--- src/rtl/rv32i_pkg.sv ---
// Shared RV32I definitions: multiply/divide op and state encodings plus decoder constants.
package rv32i_pkg;

   // RV32M operations, encoded exactly as funct3
   typedef enum logic [2:0] {
      MDU_MUL    = 3'd0,
      MDU_MULH   = 3'd1,
      MDU_MULHSU = 3'd2,
      MDU_MULHU  = 3'd3,
      MDU_DIV    = 3'd4,
      MDU_DIVU   = 3'd5,
      MDU_REM    = 3'd6,
      MDU_REMU   = 3'd7
   } MDUOp_e;

   typedef enum logic [1:0] {
      IDLE = 2'd0,
      CALC = 2'd1,
      FIX  = 2'd2,
      DONE = 2'd3
   } MDUState_e;

   localparam logic [6:0] MDU_OPCODE = 7'b0110011;
   localparam logic [6:0] MDU_FUNCT7 = 7'b0000001;

endpackage

--- src/rtl/rv32_mdu_step.sv ---
// One iteration of the multiply/divide datapath on unsigned magnitudes.
// Multiply: {hi,lo} is the product accumulator with the multiplier in lo; opd is the multiplicand.
// Divide:   hi is the partial remainder, lo shifts the dividend out and the quotient in; opd is the divisor.
module rv32_mdu_step #(
   parameter int XLEN     = 32,
   parameter int MUL_STEP = 1
) (
   input  logic            mode_div,
   input  logic [XLEN-1:0] hi,
   input  logic [XLEN-1:0] lo,
   input  logic [XLEN-1:0] opd,
   output logic [XLEN-1:0] hi_nxt,
   output logic [XLEN-1:0] lo_nxt
);

   localparam int AW = 2*XLEN + MUL_STEP;

   logic [AW-1:0]   acc;
   logic [AW-1:0]   part;
   logic [XLEN:0]   shifted;
   logic [XLEN:0]   diff;

   // Either retire MUL_STEP multiplier bits with shift-add, or produce one restoring-division quotient bit
   always_comb begin
      acc     = '0;
      part    = '0;
      shifted = '0;
      diff    = '0;
      hi_nxt  = hi;
      lo_nxt  = lo;
      if (mode_div) begin
         shifted = {hi, lo[XLEN-1]};
         diff    = shifted - {1'b0, opd};
         if (!diff[XLEN]) begin
            hi_nxt = diff[XLEN-1:0];
            lo_nxt = {lo[XLEN-2:0], 1'b1};
         end else begin
            hi_nxt = shifted[XLEN-1:0];
            lo_nxt = {lo[XLEN-2:0], 1'b0};
         end
      end else begin
         acc  = {{MUL_STEP{1'b0}}, hi, lo};
         part = {{MUL_STEP{1'b0}}, opd, {XLEN{1'b0}}};
         for (int i = 0; i < MUL_STEP; i++) begin
            if (lo[i]) acc = acc + (part << i);
         end
         {hi_nxt, lo_nxt} = acc[AW-1:MUL_STEP];
      end
   end

endmodule

--- src/rtl/rv32_mdu.sv ---
// Iterative RV32M multiply/divide unit with valid/ready handshake, tag pass-through and flush.
module rv32_mdu
   import rv32i_pkg::*;
#(
   parameter int XLEN     = 32,
   parameter int MUL_STEP = 1,
   parameter int TAG_W    = 5
) (
   input  logic             clk,
   input  logic             rst_n,
   input  logic             flush,
   input  logic             in_valid,
   output logic             in_ready,
   input  logic [2:0]       in_op,
   input  logic [XLEN-1:0]  in_a,
   input  logic [XLEN-1:0]  in_b,
   input  logic [TAG_W-1:0] in_tag,
   output logic             out_valid,
   input  logic             out_ready,
   output logic [XLEN-1:0]  out_result,
   output logic [TAG_W-1:0] out_tag
);

   localparam int CW   = $clog2(XLEN) + 1;
   localparam int KMUL = XLEN / MUL_STEP;

   MDUState_e        state_q, state_d;
   MDUOp_e           op_q, op_d, op_in;
   logic             neg_q, neg_d;
   logic [XLEN-1:0]  hi_q, hi_d, lo_q, lo_d, opd_q, opd_d;
   logic [CW-1:0]    cnt_q, cnt_d;
   logic [TAG_W-1:0] tag_q, tag_d;
   logic             out_valid_q, out_valid_d;
   logic [XLEN-1:0]  out_result_q, out_result_d;

   logic             accept, is_div, a_signed, b_signed, a_neg, b_neg;
   logic             div_zero, div_ovf;
   logic [XLEN-1:0]  a_mag, b_mag, special_res, step_hi, step_lo;
   logic [2*XLEN-1:0] prod_fix;

   // Two's-complement negate when the sign flag is set
   function automatic logic [XLEN-1:0] cond_neg(input logic [XLEN-1:0] v, input logic neg);
      return neg ? (~v + 1'b1) : v;
   endfunction

   function automatic logic [2*XLEN-1:0] cond_neg2(input logic [2*XLEN-1:0] v, input logic neg);
      return neg ? (~v + 1'b1) : v;
   endfunction

   rv32_mdu_step #(.XLEN(XLEN), .MUL_STEP(MUL_STEP)) u_step (
      .mode_div (op_q[2]),
      .hi       (hi_q),
      .lo       (lo_q),
      .opd      (opd_q),
      .hi_nxt   (step_hi),
      .lo_nxt   (step_lo)
   );

   assign in_ready   = !flush && ((state_q == IDLE) || ((state_q == DONE) && out_ready));
   assign out_valid  = out_valid_q;
   assign out_result = out_result_q;
   assign out_tag    = tag_q;

   // Next-state, datapath and output computation; flush overrides everything else
   always_comb begin
      state_d      = state_q;
      op_d         = op_q;
      neg_d        = neg_q;
      hi_d         = hi_q;
      lo_d         = lo_q;
      opd_d        = opd_q;
      cnt_d        = cnt_q;
      tag_d        = tag_q;
      out_valid_d  = out_valid_q;
      out_result_d = out_result_q;

      op_in    = MDUOp_e'(in_op);
      is_div   = in_op[2];
      accept   = in_valid && in_ready;
      a_signed = (op_in == MDU_MUL) || (op_in == MDU_MULH) || (op_in == MDU_MULHSU) ||
                 (op_in == MDU_DIV) || (op_in == MDU_REM);
      b_signed = (op_in == MDU_MUL) || (op_in == MDU_MULH) ||
                 (op_in == MDU_DIV) || (op_in == MDU_REM);
      a_neg    = a_signed && in_a[XLEN-1];
      b_neg    = b_signed && in_b[XLEN-1];
      a_mag    = cond_neg(in_a, a_neg);
      b_mag    = cond_neg(in_b, b_neg);
      div_zero = is_div && (in_b == '0);
      div_ovf  = ((op_in == MDU_DIV) || (op_in == MDU_REM)) &&
                 (in_a == {1'b1, {(XLEN-1){1'b0}}}) && (in_b == '1);
      if (div_zero) special_res = in_op[1] ? in_a : '1;
      else          special_res = in_op[1] ? '0 : in_a;
      prod_fix = cond_neg2({hi_q, lo_q}, neg_q);

      case (state_q)
         CALC: begin
            hi_d = step_hi;
            lo_d = step_lo;
            if (cnt_q == '0) state_d = FIX;
            else             cnt_d   = cnt_q - 1'b1;
         end
         FIX: begin
            case (op_q)
               MDU_MUL:                          out_result_d = prod_fix[XLEN-1:0];
               MDU_MULH, MDU_MULHSU, MDU_MULHU:  out_result_d = prod_fix[2*XLEN-1:XLEN];
               MDU_DIV, MDU_DIVU:                out_result_d = cond_neg(lo_q, neg_q);
               default:                          out_result_d = cond_neg(hi_q, neg_q);
            endcase
            out_valid_d = 1'b1;
            state_d     = DONE;
         end
         DONE: begin
            if (out_ready) begin
               out_valid_d = 1'b0;
               state_d     = IDLE;
            end
         end
         default: ;
      endcase

      if (accept) begin
         op_d  = op_in;
         tag_d = in_tag;
         hi_d  = '0;
         if (is_div) begin
            lo_d  = a_mag;
            opd_d = b_mag;
            neg_d = in_op[1] ? a_neg : (a_neg ^ b_neg);
            cnt_d = CW'(XLEN - 1);
         end else begin
            lo_d  = b_mag;
            opd_d = a_mag;
            neg_d = a_neg ^ b_neg;
            cnt_d = CW'(KMUL - 1);
         end
         if (div_zero || div_ovf) begin
            out_result_d = special_res;
            out_valid_d  = 1'b1;
            state_d      = DONE;
         end else begin
            out_valid_d = 1'b0;
            state_d     = CALC;
         end
      end

      if (flush) begin
         out_valid_d = 1'b0;
         state_d     = IDLE;
      end
   end

   // State and datapath registers, all cleared by the asynchronous reset
   always_ff @(posedge clk or negedge rst_n) begin
      if (!rst_n) begin
         state_q      <= IDLE;
         op_q         <= MDU_MUL;
         neg_q        <= 1'b0;
         hi_q         <= '0;
         lo_q         <= '0;
         opd_q        <= '0;
         cnt_q        <= '0;
         tag_q        <= '0;
         out_valid_q  <= 1'b0;
         out_result_q <= '0;
      end else begin
         state_q      <= state_d;
         op_q         <= op_d;
         neg_q        <= neg_d;
         hi_q         <= hi_d;
         lo_q         <= lo_d;
         opd_q        <= opd_d;
         cnt_q        <= cnt_d;
         tag_q        <= tag_d;
         out_valid_q  <= out_valid_d;
         out_result_q <= out_result_d;
      end
   end

endmodule

--- config.mk ---
export PLATFORM = sky130hd
export DESIGN_NAME = rv32_mdu
export DESIGN_NICKNAME = d
export VERILOG_FILES = /design/src/rtl/rv32i_pkg.sv /design/src/rtl/rv32_mdu_step.sv /design/src/rtl/rv32_mdu.sv
export SDC_FILE = /design/constraint.sdc
export NUM_CORES = 1
export LEC_CHECK = 0
export CELL_PAD_IN_SITES_DETAIL_PLACEMENT = 1
export CELL_PAD_IN_SITES_GLOBAL_PLACEMENT = 2
export CORE_MARGIN = 1.5
export CORE_UTILIZATION = 38
export CTS_CLUSTER_SIZE = 40
export DETAILED_ROUTE_END_ITERATION = 16
export MAX_ROUTING_LAYER = met4
export PLACE_DENSITY_LB_ADDON = 0.1
export SYNTH_ARGS = -nofsm -noshare
export SYNTH_HDL_FRONTEND = slang
export SYNTH_SLANG_ARGS = --single-unit
--- constraint.sdc ---
create_clock -name clk -period 6.7 [get_ports clk]
set_input_delay 1.34 -clock clk [delete_from_list [all_inputs] [get_ports clk]]
set_output_delay 1.34 -clock clk [all_outputs]
set_load 0.02 [all_outputs]
Word level (Yosys, flattened, before mapping)
Cells that the tools add are included.

Output and inout bits: 39. Register bits: 146. Input bits: 77. Logic and storage cells: 111.

Equality and inequality tests: 17. Bitwise gates (word level): 6. Reduce and logical (&&, ||, !) cells: 31. Mux-type cells: 39. Add/subtract/negate cells: 8.

Operators by type and width (count): $mux 32 (19); $add 32x1->32 const B (4); $not 32->32 (4); $pmux 32 s3 (1); $add 64x64->65 (1); $mux 65 (1); $add 64x1->64 const B (1); $eq 32x32->1 const B (2); $mux 64 (1); $not 64->64 (1); $sub 33x32->33 (1); $logic_not 32->1 (1); $mux 6 (3); $eq 3x3->1 const B (4); $mux 2 (5); $eq 3x2->1 const B (3); $logic_or 1x1->1 (9); $logic_and 1x1->1 (8); $ne 4x4->1 const B (2); $mux 1 (7); $eq 3x1->1 const B (2); $logic_not 3->1 (2); $logic_not 6->1 (1); $pmux 2 s3 (1); 15 further kinds (17).

Depth between registers and ports, before layout
Gate-level depths: netlist of the first run.

Depth after elaboration: 9. Depth in mapped cells: 15. Mapped depth without buffers: 13.

By module
Synthesis of the first run repeated with hierarchy kept, for this count alone.

Cell total of the unflattened synthesis: 2158. Area total of the unflattened synthesis: 16155.5 um2.

Modules (own cells, without submodules): rv32_mdu (cells each 1466, sequential area each 3653.5 um2, area an instance 11308.3 um2, times used 1); rv32_mdu_step (cells each 692, sequential area each 0.0 um2, area an instance 4847.1 um2, times used 1).

Worst setup path after synthesis of the first run
No wires, ideal clock.

Path kind: input -> register. From: input in_a[2]. To: register lo_q[31]. Library setup time: 0.077 ns. Arrival time: 3.684 ns. Path slack: 2.939 ns. Buffers on the path: 1. Required time: 6.623 ns. Cell stages on the path: 11. Path through: clkbuf_1 > or4_1 > nor4_2 > and3_1 > nand2_1 > nor3_1 > nand2_1 > nor4_1 > o21ai_0 > or2_2 > a21oi_1.

Longest elaborated chain between the ends: 5.

Ends and longest elaborated chain: start: declaration (RTL line rv32_mdu.sv:15) `input logic [XLEN-1:0] in_a,`; $not 32->32 (RTL line rv32_mdu.sv:43) `return neg ? (~v + 1'b1) : v;`; $add 32x1->32 (RTL line rv32_mdu.sv:43); $mux 32 (RTL line rv32_mdu.sv:43); $mux 32 (RTL line rv32_mdu.sv:125) `if (is_div) begin`; $mux 32 (RTL line rv32_mdu.sv:121) `if (accept) begin`; end signal: assignment (RTL line rv32_mdu.sv:170) `lo_q <= lo_d;`; end: declaration (RTL line rv32_mdu.sv:30) `logic [XLEN-1:0] hi_q, hi_d, lo_q, lo_d, opd_q, opd_d;`.

Every way passes these cells. A chain may end at the register's enable or synchronous reset.

Worst setup path in the final report of the first run
From: input in_a[2]. To: register opd_q[31].

Longest elaborated chain between the ends: 4.

Ends and longest elaborated chain: $not 32->32 (RTL line rv32_mdu.sv:43); $add 32x1->32 (RTL line rv32_mdu.sv:43); $mux 32 (RTL line rv32_mdu.sv:43); $mux 32 (RTL line rv32_mdu.sv:125); end signal: assignment (RTL line rv32_mdu.sv:171) `opd_q <= opd_d;`; end: declaration (RTL line rv32_mdu.sv:30).

Every way passes these cells.

==> results of run 1 <==
-- per-layer routing --
| metal | vias up | global-route usage | part of all wire |
|---|---|---|---|
| met1 | 8225 | 0.431 | 0.44 |
| met4 | 0 | 0.146 | 0.045 |
| met5 | - | - | 0 |
| met2 | 494 | 0.527 | 0.46 |
| met3 | 92 | 0.0422 | 0.048 |
| li1 | 7695 | - | - |
-- how the worst max path moves through the flow --
stage,slack (ps),start,cells after the start,end
after global routing,1830,in_a[2],11,opd_q[31]
after detailed placement,1710,in_a[2],11,opd_q[31]
final,2120,in_a[2],11,opd_q[31]
after CTS,2150,lo_q[31],14,hi_q[20]
after global placement,1760,in_a[2],11,opd_q[31]
after floorplan,2940,in_a[2],11,lo_q[31]
-- layout make-up --
cell class	count	area, µm²	area share
well taps	525	657	0.0375
multi-input cells	1732	11000	0.626
flip-flops and latches	146	3660	0.208
inverters	65	244	0.0139
clock buffers	17	425	0.0243
repair buffers	146	1400	0.0796
clock inverters	15	185	0.0106
-- cells in the mapped netlist (5+ instances only) --
cell type                     n
sky130_fd_sc_hd__nor2b_1     15
sky130_fd_sc_hd__or4_1       15
sky130_fd_sc_hd__o21ai_0    200
sky130_fd_sc_hd__inv_1       63
sky130_fd_sc_hd__a22oi_1      9
sky130_fd_sc_hd__nand3_1     36
sky130_fd_sc_hd__o21a_1      14
sky130_fd_sc_hd__a211o_1      7
sky130_fd_sc_hd__nor2_1     185
sky130_fd_sc_hd__o31ai_1     26
sky130_fd_sc_hd__or2_2        8
sky130_fd_sc_hd__a2111oi_0    5
sky130_fd_sc_hd__buf_2        5
sky130_fd_sc_hd__and4_1       5
sky130_fd_sc_hd__xnor2_1     86
sky130_fd_sc_hd__o211ai_1    75
sky130_fd_sc_hd__nand4_1     26
sky130_fd_sc_hd__clkbuf_1   137
sky130_fd_sc_hd__a211oi_1    38
sky130_fd_sc_hd__a31oi_1     22
sky130_fd_sc_hd__xor2_1      90
sky130_fd_sc_hd__nor3_1      58
sky130_fd_sc_hd__dfrtp_1    146
sky130_fd_sc_hd__nand2_1    246
sky130_fd_sc_hd__mux2i_1     51
sky130_fd_sc_hd__a21oi_1    203
sky130_fd_sc_hd__buf_1       22
sky130_fd_sc_hd__nand2b_1    15
sky130_fd_sc_hd__o21bai_1     5
sky130_fd_sc_hd__o22ai_1     17
sky130_fd_sc_hd__a21o_1      33
sky130_fd_sc_hd__or3_1       19
sky130_fd_sc_hd__and2_1       8
sky130_fd_sc_hd__a221oi_1    12
sky130_fd_sc_hd__ha_1        71
sky130_fd_sc_hd__o41ai_1     14
sky130_fd_sc_hd__and3_1       9
sky130_fd_sc_hd__o221ai_1    19
sky130_fd_sc_hd__nor4_1      15
-- power breakdown --
group / internal [W] / total (W) / switching, W / leakage, nW
Clock: 0.000567 / 0.00104 / 0.000469 / 0.299
Sequential: 0.00120 / 0.00185 / 0.000653 / 1.76
Combinational: 0.00197 / 0.00491 / 0.00294 / 4.85
Total: 0.00373 / 0.00780 / 0.00406 / 6.91
-- through the flow --
stage | setup slack [ps] | power [W] | util | hold slack [ps] | instance area (µm²)
floorplan | 2940 | 0.00505 | - | 475 | 15500
global placement | 1760 | 0.00659 | 0.424 | 457 | 16900
detailed placement | 1710 | 0.00668 | 0.424 | 468 | 16900
CTS | 2150 | 0.00777 | 0.439 | 485 | 17500
global route | 1830 | 0.00838 | 0.439 | 511 | 17500
finish | 2120 | 0.00780 | 0.439 | 479 | 17500
-- registers in the layout, summed over array words and instances, names as in the netlist, 2 cells and up --
name,cells
cnt_q,6
hi_q,32
lo_q,32
op_q,3
opd_q,32
out_result,32
out_tag,5
state_q,2
-- kinds of logic (layout without fill, tap and decap cells) --
logic type | count (synthesis) | in the layout | synth area share
adder cells (fa/ha/maj) | 73 | 73 | 0.0601
buffers and inverters | 231 | 243 | 0.0571
flip-flops | 146 | 146 | 0.236
XOR/XNOR | 176 | 176 | 0.0998
AND/OR/NAND/NOR | 679 | 679 | 0.204
AO/OA/AOI/OAI | 750 | 750 | 0.307
multiplexers | 54 | 54 | 0.0352
-- worst max-delay path, delay by kind of cell --
kind | cells | cell delay [ps]
AO/OA/AOI/OAI | 3 | 870
buffers and inverters | 1 | 570
AND/OR/NAND/NOR | 7 | 2190
==> impl_metrics.toml, run 1 <==
[run_status]
status = "complete, no violations"

[worst_setup_path]
worstSetupEndpointType = "register"
critPathRequiredTime_ps = 7090
cp_slowest_stage_delay_ps = 610
r2r_start = "lo_q[31]"
reg_to_reg_end = "hi_q[3]"
regToRegSetupSlack_ps = 2130
crit_chain = "clkdlybuf4s50_1 > or4_1 > nor4_2 > and3_1 > nand2_1 > nor3_1 > nand2_1 > nor4_1 > o21ai_0 > o21ai_0 > a21boi_0"
timing.critical_path.arrival_ps = 4970
critical_path_class = "input port to register"
path_max_fanout = 7
crit_path_start_kind = "input port"
reg2reg_depth = 14
cp_slowest_cell = "sky130_fd_sc_hd__or4_1"

[global_route]
grt_util_all_layers = 0.335
first_global_vias = 16400
global_route_wire_length_before_repair_um = 102000
gr-total-overflow = 0
pin_count_of_the_biggest_net_entering_global_routing = 111
antenna_found_initial = 0

[place]
gp_congestion = 0.946
placed_instances = 2614
placement.io_buffers = 115
dpl.hpwl_um = 52400

[cts]
cts_max_path_buffers = 2
cts_clk_pin_slew_worst_paths_ps = 70
cts_buffers = 17
clock_sink_count = 146
number_of_cells_upsized_or_downsized_after_cts = 0
cts_setup_buffers = 0
clock_tree_root_driver_cell = "sky130_fd_sc_hd__clkbuf_16"
holdBufCountCts = 0
cts_max_level = 4
tritoncts_clock_tree = "yes"
clkLatencyLatePin_ps = 470

[sta]
rsz0062_at_grt = "no"
fin_tns_setup_ps = 0
setup_viol_count_final = 0
min_period_ps = 4580
worst-slew-pin-transition_ps = 949
slew_viol_final = 0
relSlewSlack = 0.351
clock_skew_ps = 14.3
final-hold-violation-count = 0
min_period_over_period = 0.683
achievable-frequency_ghz = 0.218

[synthesis]
synth.yosys.seq_area_share = 0.236
yosys-top-cells-area = "sky130_fd_sc_hd__dfrtp_1, sky130_fd_sc_hd__a21oi_1, sky130_fd_sc_hd__o21ai_0"
synthCells = 2109
synthesized_area_um2 = 15500
synth_top_area_frac = 0.236
library_cells_used_by_synthesis = 81
synth-seq-cells = 146
synth_flop_cell = "sky130_fd_sc_hd__dfrtp_1"
ys.warnings.count = 0
post_synth_arst_share = 1.00
synthDominantAreaCellType = "sky130_fd_sc_hd__dfrtp_1"
synthesis.nets = 2259
synth_edf_count = 0
synth.avg_cell_area_um2 = 7.33

[final_layout]
insertedDiodeCount = 0
mostFrequentLayoutCells = "sky130_fd_sc_hd__nand2_1, sky130_fd_sc_hd__a21oi_1, sky130_fd_sc_hd__o21ai_0"
layout-drive-gt1-share = 0.0504
fillers = 4942
final_cells = 2646
num-nets-final = 2258
layout.cells.most_common = "sky130_fd_sc_hd__nand2_1"
area_growth_syn_to_fin_pct = 13.5

[routing]
drt_first_pass_iters = 7
drt-wirelength-per-cell_um = 25.6
detail-route-antenna-nets = 0
via_count = 16500
routed_wl_um = 67600
avgViaCountPerCell = 6.24
drc = 0
drtIter0Drc = 1463

[worst_hold_path]
hold_depth = 2
worst_hold_startpoint = "out_tag[1]"
min_delay_worst_endpoint = "out_tag[1]"
hold_path.class = "register to register"

[power_and_ir_drop]
vdd_drop_max_uv = 269
p_per_area_nw_per_um2 = 445
p_leak_nw = 6.91

[die]
initial_core_util = 0.387
placementRows = 73
fp.dieArea_um2 = 41900
floorplan.die.height_um = 205
die_width_um = 205
core_area_um2 = 39900
io_pins = 116

[flow_run]
drv_cap = 0
Power figures use the tool's default switching activity.
==> run 2, diff against run 1 <==
--- a/config.mk
+++ b/config.mk
@@ -8,7 +8,7 @@
 export CELL_PAD_IN_SITES_DETAIL_PLACEMENT = 1
 export CELL_PAD_IN_SITES_GLOBAL_PLACEMENT = 2
 export CORE_MARGIN = 1.5
-export CORE_UTILIZATION = 38
+export CORE_UTILIZATION = 35
 export CTS_CLUSTER_SIZE = 40
 export DETAILED_ROUTE_END_ITERATION = 16
 export MAX_ROUTING_LAYER = met4
==> constraint.sdc (replaced) <==
create_clock -name clk -period 4.28 [get_ports clk]
set_input_delay 0.856 -clock clk [delete_from_list [all_inputs] [get_ports clk]]
set_output_delay 0.856 -clock clk [all_outputs]
set_load 0.02 [all_outputs]
==> run 2 against run 1 <==
  * Non-clock buffer count grew 67
  * Flip-flop and latch count is the same
  * Critical path depth grew 3
==> impl_metrics.toml, run 2 (synthesis gave the netlist of run 1 again) <==
[run_status]
status = "complete, no violations"

[power_and_ir_drop]
p_per_area_nw_per_um2 = 698
vdd_drop_max_uv = 328
power_frac_clock = 0.131
power.sequential.fraction = 0.208
switching_power_w = 0.00654
p_comb_frac = 0.661
p_sw_frac = 0.516
power.total_w = 0.0127
p_leak_nw = 7.23
power_report.internal_total_w = 0.00613

[global_route]
global_route_wire_length_before_repair_um = 107000
grt_util_all_layers = 0.328
pin_count_of_the_biggest_net_entering_global_routing = 113
first_global_vias = 16800
gr-total-overflow = 0
antenna_found_initial = 3

[sta]
rsz0062_at_grt = "no"
clock_skew_ps = 14.2
worst-slew-pin-transition_ps = 1030
final-hold-violation-count = 0
setup_viol_count_final = 0
fin_tns_setup_ps = 0
min_period_ps = 3940
relSlewSlack = 0.314
min_period_over_period = 0.921
slew_viol_final = 0
postLayoutSetupSlackWorst_ps = 338
achievable-frequency_ghz = 0.254

[cts]
cts_setup_buffers = 0
cts_buffers = 17
tritoncts_clock_tree = "yes"
holdBufCountCts = 0
clock_sink_count = 146
cts_max_path_buffers = 2
cts_max_level = 4
clkLatencyLatePin_ps = 470
number_of_cells_upsized_or_downsized_after_cts = 0
clock_tree_root_driver_cell = "sky130_fd_sc_hd__clkbuf_16"
cts_clk_pin_slew_worst_paths_ps = 70

[worst_setup_path]
r2r_start = "hi_q[0]"
path_common_cell = "sky130_fd_sc_hd__o31ai_1"
crit_path_start_kind = "register"
reg2reg_depth = 14
critical_path_class = "register to register"
cp_slowest_cell = "sky130_fd_sc_hd__o21ai_0"
critPathRequiredTime_ps = 4650
worstSetupEndpointType = "register"
timing.critical_path.arrival_ps = 4310
cpLargestDelayFamily = "compound AO/OA/AOI/OAI gates"
crit_buf_inv = 2
crit_chain = "ha_1 > inv_1 > fa_1 > nor2b_1 > o31ai_1 > buf_4 > a211o_1 > nand4_1 > a221oi_1 > o21ai_0 > a31oi_1 > xnor2_1 > a21oi_1 > o31ai_1"
regToRegSetupSlack_ps = 340
path_max_fanout = 7
cp_slowest_stage_delay_ps = 680
reg_to_reg_end = "hi_q[25]"

[final_layout]
final_cell_area_um2 = 18100
mostFrequentLayoutCells = "sky130_fd_sc_hd__nand2_1, sky130_fd_sc_hd__a21oi_1, sky130_fd_sc_hd__o21ai_0"
num-nets-final = 2325
area_growth_syn_to_fin_pct = 17.5
final_cells = 2773
layout.cells.most_common = "sky130_fd_sc_hd__nand2_1"
layout-drive-gt1-share = 0.0796

[routing]
detail-route-antenna-nets = 0
avgViaCountPerCell = 6.05
drc = 0
drt-wirelength-per-cell_um = 25.8
drtIter0Drc = 1114
via_count = 16800
routed_wl_um = 71600
drt_first_pass_iters = 5

[worst_hold_path]
hold_path.class = "input port to async pin"

[die]
core_area_um2 = 43400
fp.dieArea_um2 = 45400
die_width_um = 213
io_pins = 116
initial_core_util = 0.356
placementRows = 76
floorplan.die.height_um = 213

[place]
dpl.hpwl_um = 56300
placed_cell_area_um2 = 17500
dpl_worst_slack_ps = 169
gp_congestion = 0.915
placement.io_buffers = 115
placed_instances = 2741

[flow_run]
drv_cap = 0
-- run 2: changes by cell type in the layout (fill, tap and decap cells not counted), sizes merged --
cell      delta
clkinvlp     +3
clkbuf       +1
inv          -6
bufinv       +1
diode        +1
buf         +67
-- run 2: routing by layer --
layer / global-route usage / wire length, µm / vias to the layer above
li1: - / - / 7816
met1: 0.423 / 32200 / 8412
met2: 0.523 / 33100 / 462
met3: 0.0299 / 3130 / 97
met4: 0.146 / 3190 / 0
met5: - / 0 / -
-- run 2: power groups by stage --
stage	Sequential (W)	Clock [W]	Combinational (W)
after floorplan	0.00245	0	0.00545
after global placement	0.00263	0	0.00810
after detailed placement	0.00264	0	0.00822
after CTS	0.00263	0.00168	0.00830
after global routing	0.00270	0.00172	0.00910
final	0.00264	0.00166	0.00837
-- run 2: metrics by stage --
stage | utilization | hold WS [ps]
floorplan | - | 475
global placement | 0.404 | 459
detailed placement | 0.404 | 468
CTS | 0.418 | 403
global route | 0.419 | 424
finish | 0.419 | 385
-- run 2: area by class of cell --
class                      count  area [µm²]
sequential                   146        3660
inverter                      65         244
antenna                        1        2.50
clock buffer                  18         439
multi-input combinational   1732       11000
fill                        5382       25200
timing repair buffer         213        1920
tap                          585         732
clock inverter                13         175
-- run 2: worst reg2reg max path, cell delays in order, from the launching register on --
cell and delay, ps:
sky130_fd_sc_hd__dfrtp_1 460, sky130_fd_sc_hd__ha_1 250, sky130_fd_sc_hd__inv_1 70, sky130_fd_sc_hd__fa_1 380, sky130_fd_sc_hd__nor2b_1 250, sky130_fd_sc_hd__o31ai_1 100
sky130_fd_sc_hd__buf_4 160, sky130_fd_sc_hd__a211o_1 350, sky130_fd_sc_hd__nand4_1 150, sky130_fd_sc_hd__a221oi_1 160, sky130_fd_sc_hd__o21ai_0 680, sky130_fd_sc_hd__a31oi_1 220
sky130_fd_sc_hd__xnor2_1 230, sky130_fd_sc_hd__a21oi_1 100, sky130_fd_sc_hd__o31ai_1 290
-- run 2: worst max-delay path by stage --
stage,from,end,slack [ps],cells after the start
6_report,hi_q[0],hi_q[25],340,14
5_1_grt,hi_q[0],hi_q[25],80,14
4_1_cts,lo_q[31],hi_q[3],340,15
3_5_place_dp,in_b[0],opd_q[28],170,12
3_3_place_gp,in_b[0],opd_q[28],210,12
2_1_floorplan,hi_q[0],hi_q[28],580,15
